<file path="src/rtl/axis_demux.sv">
// Unpacks two-beat 128-bit AXI-Stream frames into eight 32-bit channel words.
// Each word is presented with its own valid flag until that channel's consumer acknowledges it.
module axis_demux #(
    parameter int unsigned ERR_CNT_W = 8
) (
    input  logic                 clk,
    input  logic                 rst,
    input  logic                 start,
    input  logic [127:0]         M_AXIS_tdata,
    input  logic                 M_AXIS_tvalid,
    input  logic                 M_AXIS_tlast,
    output logic                 M_AXIS_tready,
    output logic [31:0]          data1,
    output logic [31:0]          data2,
    output logic [31:0]          data3,
    output logic [31:0]          data4,
    output logic [31:0]          data5,
    output logic [31:0]          data6,
    output logic [31:0]          data7,
    output logic [31:0]          data8,
    output logic                 flag1_out,
    output logic                 flag2_out,
    output logic                 flag3_out,
    output logic                 flag4_out,
    output logic                 flag5_out,
    output logic                 flag6_out,
    output logic                 flag7_out,
    output logic                 flag8_out,
    input  logic                 flag1_in,
    input  logic                 flag2_in,
    input  logic                 flag3_in,
    input  logic                 flag4_in,
    input  logic                 flag5_in,
    input  logic                 flag6_in,
    input  logic                 flag7_in,
    input  logic                 flag8_in,
    output logic                 frame_err,
    output logic [ERR_CNT_W-1:0] err_count
);

    localparam int unsigned CH_W   = 32;
    localparam int unsigned N_CH   = 8;
    localparam int unsigned HALF_N = N_CH / 2;
    localparam logic [ERR_CNT_W-1:0] ERR_MAX = '1;

    typedef enum logic [2:0] {
        ST_IDLE,
        ST_BEAT1,
        ST_BEAT2,
        ST_RESYNC,
        ST_PRESENT
    } state_e;

    state_e                         state_q, state_d;
    logic [N_CH-1:0][CH_W-1:0]      data_q, data_d;
    logic [N_CH-1:0]                flags_q, flags_d;
    logic                           tready_q, tready_d;
    logic                           frame_err_q, frame_err_d;
    logic [ERR_CNT_W-1:0]           err_cnt_q, err_cnt_d;
    logic [N_CH-1:0]                acks_c;
    logic                           accept_c;
    logic                           err_hit_c;

    assign acks_c   = {flag8_in, flag7_in, flag6_in, flag5_in,
                       flag4_in, flag3_in, flag2_in, flag1_in};
    assign accept_c = M_AXIS_tvalid & tready_q;

    // Frame parser: next state, channel data, flags and error accounting
    always_comb begin
        state_d   = state_q;
        data_d    = data_q;
        flags_d   = flags_q;
        err_hit_c = 1'b0;

        unique case (state_q)
            ST_IDLE: begin
                if (start) begin
                    state_d = ST_BEAT1;
                end
            end
            ST_BEAT1: begin
                if (accept_c) begin
                    if (M_AXIS_tlast) begin
                        err_hit_c = 1'b1;
                    end else begin
                        data_d[HALF_N-1:0] = M_AXIS_tdata;
                        state_d            = ST_BEAT2;
                    end
                end
            end
            ST_BEAT2: begin
                if (accept_c) begin
                    if (M_AXIS_tlast) begin
                        data_d[N_CH-1:HALF_N] = M_AXIS_tdata;
                        flags_d               = '1;
                        state_d               = ST_PRESENT;
                    end else begin
                        err_hit_c = 1'b1;
                        state_d   = ST_RESYNC;
                    end
                end
            end
            ST_RESYNC: begin
                if (accept_c && M_AXIS_tlast) begin
                    state_d = ST_BEAT1;
                end
            end
            ST_PRESENT: begin
                flags_d = flags_q & ~acks_c;
                if (flags_d == '0) begin
                    state_d = start ? ST_BEAT1 : ST_IDLE;
                end
            end
            default: begin
                state_d = ST_IDLE;
                flags_d = '0;
            end
        endcase

        frame_err_d = err_hit_c;
        err_cnt_d   = err_cnt_q;
        if (err_hit_c && (err_cnt_q != ERR_MAX)) begin
            err_cnt_d = err_cnt_q + ERR_CNT_W'(1);
        end

        // Ready is registered from the upcoming state so it tracks the state register exactly
        tready_d = (state_d == ST_BEAT1) || (state_d == ST_BEAT2) || (state_d == ST_RESYNC);
    end

    always_ff @(posedge clk or posedge rst) begin
        if (rst) begin
            state_q     <= ST_IDLE;
            data_q      <= '0;
            flags_q     <= '0;
            tready_q    <= 1'b0;
            frame_err_q <= 1'b0;
            err_cnt_q   <= '0;
        end else begin
            state_q     <= state_d;
            data_q      <= data_d;
            flags_q     <= flags_d;
            tready_q    <= tready_d;
            frame_err_q <= frame_err_d;
            err_cnt_q   <= err_cnt_d;
        end
    end

    assign M_AXIS_tready = tready_q;
    assign frame_err     = frame_err_q;
    assign err_count     = err_cnt_q;

    assign data1 = data_q[0];
    assign data2 = data_q[1];
    assign data3 = data_q[2];
    assign data4 = data_q[3];
    assign data5 = data_q[4];
    assign data6 = data_q[5];
    assign data7 = data_q[6];
    assign data8 = data_q[7];

    assign flag1_out = flags_q[0];
    assign flag2_out = flags_q[1];
    assign flag3_out = flags_q[2];
    assign flag4_out = flags_q[3];
    assign flag5_out = flags_q[4];
    assign flag6_out = flags_q[5];
    assign flag7_out = flags_q[6];
    assign flag8_out = flags_q[7];

endmodule
</file>
<file path="config.mk">
export PLATFORM = sky130hd
export DESIGN_NAME = axis_demux
export DESIGN_NICKNAME = d
export VERILOG_FILES = /design/src/rtl/axis_demux.sv
export SDC_FILE = /design/constraint.sdc
export NUM_CORES = 1
export LEC_CHECK = 0
export BUFFER_PORTS_ARGS = -buffer_cell sky130_fd_sc_hd__clkbuf_2
export CORE_AREA = 2 2 159 161
export DETAILED_ROUTE_END_ITERATION = 10
export DIE_AREA = 0 0 161 163
export PLACE_DENSITY_LB_ADDON = 0.2
export SLEW_MARGIN = 20
export SYNTH_ARGS = -nofsm -noshare
export SYNTH_HDL_FRONTEND = slang
export SYNTH_SLANG_ARGS = --single-unit
</file>
<file path="constraint.sdc">
create_clock -name clk -period 10.5 [get_ports clk]
set_input_delay 2.1 -clock clk [delete_from_list [all_inputs] [get_ports clk]]
set_output_delay 2.1 -clock clk [all_outputs]
set_load 0.01 [all_outputs]
</file>
# After elaboration in Yosys (flattened, before gate mapping)
# Cells that the tools add are included.
[op_classes]
add_sub_neg = 1
eq_ne = 10
n_mux = 17
bitwise_logic = 5
reduce_logical = 10
[ops]
columns = ["op", "n"]
rows = [
  ["case mux 8 bit (3 select lines)", 1],
  ["two-way mux 3 bit", 7],
  ["two-way mux 8 bit", 2],
  ["case mux 3 bit (5 select lines)", 1],
  ["== test 3 x 2 -> 1 bit, second input constant", 4],
  ["AND reduction 3 bit", 3],
  ["adder 8 x 1 -> 8 bit, second input constant", 1],
  ["bitwise AND 8 bit", 1],
  ["zero test 8 bit", 1],
  ["!= test 8 bit, second input constant", 1],
  ["inverter 8 bit", 1],
  ["== test 3 x 1 -> 1 bit, second input constant", 2],
  ["two-way mux 1 bit", 5],
  ["!= test 2 bit, second input constant", 2],
  ["== test 3 bit, second input constant", 1],
  ["zero test 3 bit", 1],
  ["OR reduction 3 bit", 1],
  ["logical AND 1 bit", 2],
  ["logical OR 1 bit", 2],
  ["inverter 1 bit", 2],
  ["case mux 1 bit (2 select lines)", 1],
  ["bitwise AND 1 bit", 1],
]
[totals]
regBits = 277
input_bits = 141
out_inout_bits = 274
word_cells = 56

# Depth between registers and ports, before layout
[logic_depth]
ltp_word = 8
depth_mapped = 7
mapped_depth_nobuf = 7

# Worst setup path before layout
# No wires, ideal clock.
[synth_path]
kind = "input -> register"
from = "in M_AXIS_tlast"
to = "reg err_cnt_q[1] (netlist: err_count[1])"
arrival_time_ps = 3522
slack_ps = 6853
path_stages = 5
n_path_buf = 0
cell_sequence = "inv_1 > ha_1 > or4_4 > a21oi_1 > mux2_2"
[synth_via]
elab_chain_len = 4
elab_cells_between_ends = 6
classes_between = "5 x mux; 1 x reduce/logical"
[synth_rtl]
columns = ["item", "line", "source"]
rows = [
  ["start: declaration", "11", "input logic M_AXIS_tlast,"],
  ["two-way mux 1 bit, on equally long branches", "93, 83", ""],
  ["two-way mux 1 bit, on equally long branches", "92, 82", ""],
  ["case mux 1 bit (2 select lines) *", "75", "unique case (state_q)"],
  ["logical AND 1 bit *", "122", "if (err_hit_c && (err_cnt_q != ERR_MAX)) begin"],
  ["end signal: assignment", "144", "err_cnt_q <= err_cnt_d;"],
  ["end: declaration", "59", "logic [ERR_CNT_W-1:0] err_cnt_q, err_cnt_d;"],
]
# Mark *: on every way between the ends. The rest lies on a longest branch, timed or not.
# A chain may end at the register's enable or synchronous reset.

# Worst setup path in the final report
[layout_path]
from = "in M_AXIS_tvalid"
to = "reg data_q, in the netlist data3[5]"
[layout_via]
elab_chain_len = 2
[layout_rtl]
columns = ["item", "line", "source"]
rows = [
  ["start: declaration", "10", "input logic M_AXIS_tvalid,"],
  ["bitwise AND 1 bit", "66", "assign accept_c = M_AXIS_tvalid & tready_q;"],
  ["AND reduction 3 bit (no source line)", "n/a", ""],
  ["end signal: assignment", "140", "data_q <= data_d;"],
  ["end: declaration", "55", "logic [N_CH-1:0][CH_W-1:0] data_q, data_d;"],
]
# No other way between the ends.

==> results.ini <==
[power]
seqPwrFrac_pct = 40.7
internal-power_mw = 3.11
power.switching_mw = 1.50
p_leak_nw = 7.05
powerDensity_nw_per_um2 = 328
total_power_mw = 4.60
switching_share_pct = 32.5
comb_power_share_pct = 35.1
ir_drop_mv = 0.196
clkPwrFrac_pct = 24.2

[placed_design]
dp_hpwl_um = 17800
io_buffers = 414
dp_slack_ns = 5.58
place_area_um2 = 12900
gp_congestion = 0.802
post-place-cells = 1376

[yosys]
synth.avg_cell_area_um2 = 16.2
synthTopCellsByArea = dfrtp_1 (66%), mux2_2 (26%), mux2_1 (1.1%)
synth_edf_count = 0
netlist-cell-type-count = 36
yosysTopAreaCellShare_pct = 65.5
synthFlopType = dfrtp_1
synth_warnings = 0
yosys-top-cells-count = dfrtp_1 (277), mux2_2 (247), buf_2 (14)
synth_most_common_cell = dfrtp_1
ys_async_sr_fraction_pct = 100
netlist_instances = 655
yosysTopAreaCell = dfrtp_1
ys_seq_area_share_pct = 65.5
mappedNetlistNets = 798
ys_ff_latch = 277
syn-cell-area_um2 = 10600

[drt]
ant_nets = 0
maxUsedRoutingLayer = met4
dr.pass1.iters = 4
dr_total_vias = 6944
met1Wirelength_um = 9800
wl_met2_um = 12500
post_drt_wl_per_cell_um = 17.5
drt_wl_total_um = 25100
drt_iter0_drc = 389
vias_per_cell = 4.85
dr_wl_met3_um = 2020
drc = 0

[timing]
slew_viol_final = 0
timing.final.hold_violations = 0
clock_skew_ns = 0.00802
setup_violations = 0
min_period_ns = 4.33
slew_headroom_pct = 32.3
finalWorstSetupSlack_ns = 6.17
worst_pin_slew_ns = 1.02
tns_ns = 0
fin_crit_sh_pct = 41.2
rsz0062_at_grt = no
holdWs_ns = 0.484
fmaxAchievable_mhz = 231

[cts]
clockBufferDepth = 3
cts.sinks = 277
h-tree-depth = 1
cts_tree = done
clkTransAtPathRegs_ns = 0.06
ctsResizeCount = 0
cts_setup_buffers = 0
numCtsBuffers = 30
clk_latency_ns = 0.55
cts-root-buf = clkbuf_16
holdBufCountCts = 0

[layout]
final_area_um2 = 14000
fin_cells = 1433
multi_input_area_um2 = 3450
fin_nets = 1222
final_core_util_pct = 56.9
seq_area_um2 = 6930
drive_above_1_share_pct = 66.0
nFillCells = 2064
area_growth_pct = 32.7
antenna-diode-count = 0

[setup_path]
path_class = in -> reg
start_kind = primary input
crit_fanout = 71
critPathRequiredTime_ns = 10.92
worstSetupEndpointType = flop
r2r_cells = 4
cp.arrival_ns = 4.75

[floorplan]
die_x_um = 161
coreArea_um2 = 24700
die-area_um2 = 26200
num_io_pins = 415
fp.dieH_um = 163
initial_core_util_pct = 42.9
rows = 58

[grt]
antenna_found_initial = 0
grt_pass1_vias = 7064
grt_pass1_wl_um = 38900
gr-total-overflow = 0
grt_max_degree = 141
grt_use_total_pct = 18.6

[outcome]
outcome = finished clean

[worst_hold_path]
hp-class = reg -> reg
hold_depth = 1

[flow_run]
drv_cap = 0

[kinds of logic after synthesis]
logic type | share of synthesized area (%)
XOR/XNOR | 0.497
AND/OR/NAND/NOR | 2.29
AO/OA/AOI/OAI | 2.02
buffers and inverters | 1.98
multiplexers | 27.5
flip-flops | 65.5
adder cells (fa/ha/maj) | 0.237
[sequential cells by signal, summed over array words and instances (netlist names)]
name / count
M_AXIS_tready: 1
data1: 32
data5: 32
data8: 32
data6: 32
data2: 32
data4: 32
err_count: 8
frame_err: 1
data3: 32
state_q: 3
flags_q: 8
data7: 32
[metal layers]
| layer | global-route usage [%] | vias to the layer above |
|---|---|---|
| met3 | 5.42 | 51 |
| met5 | 0 | - |
| met4 | 6.49 | 0 |
| met2 | 31.7 | 264 |
| met1 | 22.6 | 3453 |
| li1 | - | 3176 |
[final cells by class]
type | count | area share (%)
Clock inverter | 15 | 1.31
Timing Repair Buffer | 421 | 15.2
Tap cell | 330 | 2.94
Clock buffer | 41 | 6.36
Inverter | 8 | 0.267
Multi-Input combinational cell | 341 | 24.5
Sequential cell | 277 | 49.4
[layout by cell type (no fill, tap or decap), types with 2 or more instances in the layout]
master      netlist  layout
buf_4            12       6
clkinvlp_4        0       2
clkinv_2          0       8
o21a_1            2       2
nand2_1          12      12
inv_1             8       7
or4_1             2       2
mux2_2          247     247
ha_1              2       2
a21oi_1          12      12
mux2_1           10      10
dfrtp_1         277     277
nand3_1           4       4
xor2_1            5       5
bufinv_16         0       4
nor2b_1           8       8
nor3_1            4       4
clkbuf_2          0     414
a21o_1            2       2
nor2_1            4       3
clkbuf_1          2       2
clkbuf_16         0      31
clkbuf_8          0       8
o21ai_0          10      10
and3_1            2       2
[worst paths after layout]
kind | from | endpoint | slack, ns
max in group asynchronous | rst | err_count[6]$_DFFE_PP0P_ | 7.35
worst min register to register | data7[5]$_DFFE_PP0P_ | data7[5]$_DFFE_PP0P_ | 0.48
min in group asynchronous | rst | data2[26]$_DFFE_PP0P_ | 1.79
worst max-delay path | M_AXIS_tvalid | data3[5]$_DFFE_PP0P_ | 6.17
worst max register to register | state_q[0]$_DFF_PP0_ | data3[5]$_DFFE_PP0P_ | 7.40
worst min-delay path | data7[5]$_DFFE_PP0P_ | data7[5]$_DFFE_PP0P_ | 0.48
[critical path, stage by stage]
cell and delay [ns]:
clkbuf_2 0.10, nand2_1 0.15, nor2_1 0.09, nand4_1 0.30
buf_4 0.66, buf_4 0.88, mux2_2 0.42
[power by group through the flow]
stage	combinational [mW]	sequential [mW]	clock [mW]
finish	1.61	1.87	1.11
global route	1.74	1.95	1.19
CTS	1.65	1.88	1.14
detailed placement	1.65	1.89	0
global placement	1.62	1.88	0
floorplan	0.646	2.12	0
Note: power is estimated with default switching activity, not from simulation.
